### config.mk
export PLATFORM = sky130hd
export DESIGN_NAME = clk_div_prog_flat
export DESIGN_NICKNAME = d
export VERILOG_FILES = /design/src/rtl/clk_div_prog_if.sv /design/src/rtl/clk_div_prog.sv /design/src/flat_wrapper.sv
export SDC_FILE = /design/constraint.sdc
export NUM_CORES = 1
export LEC_CHECK = 0
export CAP_MARGIN = 20
export CORE_MARGIN = 5
export CORE_UTILIZATION = 35
export DETAILED_ROUTE_END_ITERATION = 7
export DONT_BUFFER_PORTS = 1
export PLACE_DENSITY = 0.53
export SYNTH_ARGS = -nofsm -noshare
export SYNTH_HDL_FRONTEND = slang
export SYNTH_SLANG_ARGS = --single-unit
### constraint.sdc
create_clock -name clk -period 5.1 [get_ports clk]
set_clock_uncertainty 0.15 [all_clocks]
set_input_delay 1.02 -clock clk [delete_from_list [all_inputs] [get_ports clk]]
set_output_delay 1.02 -clock clk [all_outputs]
set_load 0.005 [all_outputs]
### src/rtl/clk_div_prog_if.sv
// Bus between a controller and clk_div_prog: run request, config strobe and
// the divided-clock status outputs.
interface clk_div_prog_if #(
    parameter int CNT_W = 8
);
    // cfg_vld is a one-cycle strobe with no ready: every strobe is consumed
    // at the posedge that samples it and is either accepted (applied or made
    // pending) or rejected with a one-cycle cfg_err on the following cycle.
    logic             en;
    logic             cfg_vld;
    logic [CNT_W-1:0] cfg_div;
    logic             cfg_mode;
    logic             clk_out;
    logic             tick;
    logic             active;
    logic             cfg_pend;
    logic             cfg_err;
    logic             run_dbg;

    modport master (
        output en, cfg_vld, cfg_div, cfg_mode,
        input  clk_out, tick, active, cfg_pend, cfg_err, run_dbg
    );

    modport slave (
        input  en, cfg_vld, cfg_div, cfg_mode,
        output clk_out, tick, active, cfg_pend, cfg_err, run_dbg
    );
endinterface

### src/rtl/clk_div_prog.sv
// Programmable clock divider: pulse or 50% duty output, with config changes
// deferred to period boundaries so the output never glitches.
module clk_div_prog #(
    parameter int CNT_W    = 8,
    parameter int DEF_DIV  = 4,
    parameter int DEF_MODE = 0
) (
    input  logic            clk,
    input  logic            rst,
    clk_div_prog_if.slave   bus
);
    typedef enum logic {IDLE, RUN} state_t;

    localparam logic [CNT_W-1:0] DEF_DIV_V  = CNT_W'(DEF_DIV);
    localparam logic             DEF_MODE_V = (DEF_MODE != 0);
    localparam logic [CNT_W-1:0] ONE        = CNT_W'(1);
    localparam logic [CNT_W-1:0] TWO        = CNT_W'(2);

    state_t           state, state_n;
    logic [CNT_W-1:0] cnt, cnt_n;
    logic [CNT_W-1:0] act_div, div_n;
    logic             act_mode, mode_n;
    logic [CNT_W-1:0] pend_div, pdiv_n;
    logic             pend_mode, pmode_n;
    logic             pend, pend_n;
    logic             err, err_n;
    logic             tick, tick_n;
    logic             clk_p, clk_p_n;
    logic             clk_n;
    logic             cfg_ok, last, apply;
    logic [CNT_W-1:0] high_cnt;

    assign cfg_ok = bus.cfg_vld && (bus.cfg_div >= TWO);
    assign last   = (state == RUN) && (cnt == act_div - ONE);
    assign apply  = (state == IDLE) || last;

    always_comb begin
        state_n  = state;
        cnt_n    = cnt;
        div_n    = act_div;
        mode_n   = act_mode;
        pdiv_n   = pend_div;
        pmode_n  = pend_mode;
        pend_n   = pend;
        tick_n   = 1'b0;
        err_n    = bus.cfg_vld && !cfg_ok;
        high_cnt = ONE;
        clk_p_n  = 1'b0;

        // A strobe on the application edge beats any older pending config.
        if (apply) begin
            if (cfg_ok) begin
                div_n  = bus.cfg_div;
                mode_n = bus.cfg_mode;
            end else if (pend) begin
                div_n  = pend_div;
                mode_n = pend_mode;
            end
            pend_n = 1'b0;
        end else if (cfg_ok) begin
            pdiv_n  = bus.cfg_div;
            pmode_n = bus.cfg_mode;
            pend_n  = 1'b1;
        end

        case (state)
            IDLE: begin
                if (bus.en) begin
                    state_n = RUN;
                    cnt_n   = '0;
                    tick_n  = 1'b1;
                end
            end
            RUN: begin
                if (last) begin
                    cnt_n = '0;
                    if (bus.en) tick_n  = 1'b1;
                    else        state_n = IDLE;
                end else begin
                    cnt_n = cnt + ONE;
                end
            end
            default: state_n = IDLE;
        endcase

        // Floor of N/2 covers both even and odd ratios; the odd half-cycle
        // is added on the negedge path.
        high_cnt = mode_n ? (div_n >> 1) : ONE;
        clk_p_n  = (state_n == RUN) && (cnt_n < high_cnt);
    end

    always_ff @(posedge clk or negedge rst) begin
        if (!rst) begin
            state     <= IDLE;
            cnt       <= '0;
            act_div   <= DEF_DIV_V;
            act_mode  <= DEF_MODE_V;
            pend_div  <= DEF_DIV_V;
            pend_mode <= DEF_MODE_V;
            pend      <= 1'b0;
            err       <= 1'b0;
            tick      <= 1'b0;
            clk_p     <= 1'b0;
        end else begin
            state     <= state_n;
            cnt       <= cnt_n;
            act_div   <= div_n;
            act_mode  <= mode_n;
            pend_div  <= pdiv_n;
            pend_mode <= pmode_n;
            pend      <= pend_n;
            err       <= err_n;
            tick      <= tick_n;
            clk_p     <= clk_p_n;
        end
    end

    always_ff @(negedge clk or negedge rst) begin
        if (!rst) clk_n <= 1'b0;
        else      clk_n <= clk_p;
    end

    // act_* only change at a boundary, so the odd-half select is stable
    // for a whole period.
    assign bus.clk_out  = clk_p | (clk_n & act_mode & act_div[0]);
    assign bus.tick     = tick;
    assign bus.active   = (state == RUN);
    assign bus.cfg_pend = pend;
    assign bus.cfg_err  = err;
    assign bus.run_dbg  = (state == RUN);
endmodule

### src/flat_wrapper.sv
// flat-port wrapper written by rule: the top's interface ports become plain ports
module clk_div_prog_flat 
#(
    parameter int CNT_W    = 8,
    parameter int DEF_DIV  = 4,
    parameter int DEF_MODE = 0
)
  (clk, rst, bus_en, bus_cfg_vld, bus_cfg_div, bus_cfg_mode, bus_clk_out, bus_tick, bus_active, bus_cfg_pend, bus_cfg_err, bus_run_dbg);
  clk_div_prog_if #(.CNT_W(CNT_W)) bus_i ();
  input  logic clk;
  input  logic rst;
  input wire logic [$bits(bus_i.en)-1:0] bus_en;
  input wire logic [$bits(bus_i.cfg_vld)-1:0] bus_cfg_vld;
  input wire logic [$bits(bus_i.cfg_div)-1:0] bus_cfg_div;
  input wire logic [$bits(bus_i.cfg_mode)-1:0] bus_cfg_mode;
  output wire logic [$bits(bus_i.clk_out)-1:0] bus_clk_out;
  output wire logic [$bits(bus_i.tick)-1:0] bus_tick;
  output wire logic [$bits(bus_i.active)-1:0] bus_active;
  output wire logic [$bits(bus_i.cfg_pend)-1:0] bus_cfg_pend;
  output wire logic [$bits(bus_i.cfg_err)-1:0] bus_cfg_err;
  output wire logic [$bits(bus_i.run_dbg)-1:0] bus_run_dbg;
  assign bus_i.en = bus_en;
  assign bus_i.cfg_vld = bus_cfg_vld;
  assign bus_i.cfg_div = bus_cfg_div;
  assign bus_i.cfg_mode = bus_cfg_mode;
  assign bus_clk_out = bus_i.clk_out;
  assign bus_tick = bus_i.tick;
  assign bus_active = bus_i.active;
  assign bus_cfg_pend = bus_i.cfg_pend;
  assign bus_cfg_err = bus_i.cfg_err;
  assign bus_run_dbg = bus_i.run_dbg;
  clk_div_prog #(.CNT_W(CNT_W), .DEF_DIV(DEF_DIV), .DEF_MODE(DEF_MODE)) u_core (.clk(clk), .rst(rst), .bus(bus_i));
endmodule
# ---- Word level (Yosys, flattened, before mapping)
# Index checks and enable logic that the tools add are counted.
dict set report totals {
  input_bits 13
  regBits 32
}
dict set report op_classes {
  bitwise 5
  muxes 17
  n_eq_ne 1
  addsub 2
  n_lt_le_gt_ge 2
  n_reduce_logical 10
}
# cell n
set ops {}
lappend ops {{$mux 8} 5}
lappend ops {{$pmux 8 s2} 1}
lappend ops {{$add 8x1->8 const B} 1}
lappend ops {{$eq 8x8->1} 1}
lappend ops {{$ge 8x2->1 const B} 1}
lappend ops {{$lt 8x8->1} 1}
lappend ops {{$mux 1} 8}
lappend ops {{$sub 8x1->8 const B} 1}
lappend ops {{$mux 7} 1}
lappend ops {{$logic_and 1x1->1} 4}
lappend ops {{$pmux 1 s2} 2}
lappend ops {{$reduce_and 2->1} 2}
lappend ops {{$reduce_bool 2->1} 2}
lappend ops {{$and 1x1->1} 2}
lappend ops {{$not 1->1} 2}
lappend ops {{$logic_not 1->1} 1}
lappend ops {{$logic_or 1x1->1} 1}
lappend ops {{$or 1x1->1} 1}

# ---- Longest topological paths before layout
dict set report depth {
  word_depth 8
  ltp_mapped 16
  mapped_depth_nobuf 14
}

==> qor.txt <==
Post-DR wirelength/cell -> 17.2 µm
Max capacitance violation total -> 0
Critical path data arrival time -> 3.41 ns
Die footprint -> 7340 µm²
Post_cts resized -> 0
Grt ovf -> 0
DRC -> 0
Fraction of layout cells with a size suffix above 1 -> 11.8%
Initial drt markers -> 117
First-pass GRT wire length -> 8400 µm
Worst min-delay path category -> input pin to asynchronous set/reset pin
Area of the mapped netlist -> 2000 µm²
Worst setup EP type -> primary output
Slowest cell on crit path -> dfrtn_1
Avg Vias per Cell -> 5.62
EDFF count, synth -> 0
Routed vias -> 1596
Final WL -> 4890 µm
Final std cells w/o fill -> 284
Die X-Extent -> 85.7 µm
Nets -> 232
Power, Total -> 1.29 mW
Actual slew at the worst max-slew pin -> 0.772 ns
# H-tree levels -> 2
Status -> finished clean
Starting density of the core -> 36.2%
Core Area -> 5540 µm²
Cells after Synth -> 211
Vias in the first global route -> 1645
Row cnt -> 27
CTS tree -> built
Largest net degree at the start of global routing -> 33
Port Buffers -> 0
Buffers inserted by post-CTS timing repair -> 0
#FFs+latches synth -> 32
DRT antenna net count -> 0
Ys Warns -> 0
CP max stage delay -> 0.32 ns
LEAKAGE -> 0.881 nW
Post-CTS Hold Buffers -> 0
Overall Global Routing Usage -> 14.7%
Avg Cell Area, Syn -> 9.50 µm²
Antenna cells -> 0
I/O Pins -> 19
Initial antenna violation count -> 0
Crit Reg-Reg Startpoint -> u_core.act_div[1]
Clk_lat worst skew -> 0.29 ns
Relative slew slack -> 48.5%
Placed cell area -> 2060 µm²
Critical path class -> register to primary output
CP required -> 3.93 ns
Clock buffer depth -> 2
Post-synth ARST share -> 100%
Peak supply drop -> 0.237 mV
Clk slew on worst S/H paths -> 0.07 ns
Critical Path Source -> u_core.clk_n
CP Launch Type -> register
Root Buffer -> clkbuf_8
Power Density -> 601 nW/µm²
Post-synth top flop -> dfrtp_1
CP cell instances -> a31o_2
Cts bufs inserted -> 5
Unrepaired setup endpoints after global routing -> no
Crit path buf inv count -> 0
Placed insts -> 276
Gpl congestion -> 0.835
Post-route setup TNS -> 0 ns
Sequential area share after synthesis -> 40.1%
Drt pass-1 iters -> 4
Design area -> 2150 µm²
Die outline height -> 85.7 µm
Dpl hpwl -> 3680 µm
Clk sinks -> 32
Synth unique cells -> 55
Crit-path max FO -> 1
Slew Limit Fails -> 0
Final setup fails -> 0
Synth-to-layout area growth -> 7.05%
Post-synth net total -> 232
Endpoints failing hold -> 0
CP top delay family -> flip-flops
[report_power, final]
part	switching, mW	leakage [nW]	internal [mW]
Clock	0.0912	0.0422	0.0957
Sequential	0.134	0.384	0.347
Combinational	0.329	0.455	0.294
[per-stage QoR]
step	util (%)	hold WS (ns)	worst slack, ns
after floorplan	-	0.330	0.838
after global placement	37.3	0.339	0.776
after detailed placement	37.3	0.343	0.674
after CTS	38.7	0.264	0.503
after global routing	38.7	0.259	0.423
final	38.7	0.271	0.519
[cells by family (layout without fill, tap and decap cells)]
group	after synthesis	after routing	share of synthesized area, %
and+or+nand+nor	71	71	18.6
AOI/OAI and AO/OA	60	60	21.8
DFF	32	32	40.1
buffers and inverters	19	20	4.12
muxes	11	11	6.06
xor gates and xnor gates	10	10	4.37
adders and majority gates	8	8	4.99
[cell usage after synthesis, types with 3 or more instances]
| library cell | count | area (µm²) |
|---|---|---|
| a22oi_1 | 8 | 60.1 |
| nand2_1 | 14 | 52.6 |
| a21oi_1 | 9 | 45.0 |
| ha_1 | 8 | 100 |
| o21ai_0 | 6 | 30.0 |
| or2_1 | 7 | 43.8 |
| o22ai_1 | 7 | 43.8 |
| xnor2_1 | 8 | 70.1 |
| nand3_1 | 6 | 30.0 |
| a31oi_1 | 4 | 25.0 |
| inv_1 | 10 | 37.5 |
| mux2_2 | 9 | 101 |
| dfrtp_1 | 29 | 726 |
| clkbuf_1 | 6 | 22.5 |
| nor3_1 | 4 | 20.0 |
| or4_1 | 3 | 22.5 |
| nor2_1 | 19 | 71.3 |
[layout by cell type, fill, tap and decap left out, types with 6 or more instances in the layout]
cell type  instances
dfrtp_1           29
nand2_1           14
ha_1               8
o22ai_1            7
inv_1             10
or2_1              7
xnor2_1            8
mux2_2             9
nor2_1            19
a22oi_1            8
nand3_1            6
a21oi_1            9
o21ai_0            6
[sequential cells by signal (all words and copies together), names as in the netlist]
name,cells
u_core.cnt,8
u_core.act_div,8
u_core.bus.active,1
u_core.bus.tick,1
u_core.act_mode,1
u_core.clk_p,1
u_core.pend_mode,1
u_core.bus.cfg_pend,1
u_core.clk_n,1
u_core.bus.cfg_err,1
u_core.pend_div,8
[layout make-up]
type / instances / area [µm²]
fill: 566 / 3390
multi-input combinational: 160 / 1120
sequential: 32 / 803
tap: 72 / 90.1
clock buffer: 7 / 76.3
inverter: 10 / 37.5
timing repair buffer: 2 / 15.0
clock inverter: 1 / 5.00
[per-layer routing]
layer  global-route usage [%]  vias up  part of all wire [%]
met5                        0        -                     0
met4                     4.75        0                   1.3
met3                     4.13        6                   6.6
met2                     22.3       30                    44
met1                     20.2      782                    48
li1                         -      778                     -
[final timing paths]
path,endpoint,slack [ns],cells past startpoint
setup / recovery,bus_clk_out,0.52,1
hold / removal,u_core.clk_p,0.27,0
setup reg to reg,u_core.clk_p,0.68,13
hold reg to reg,u_core.pend_div[6],0.36,1
max in group asynchronous,u_core.clk_n,1.98,0
min in group clk,u_core.pend_div[6],0.36,1
Power figures use the tool's default switching activity.
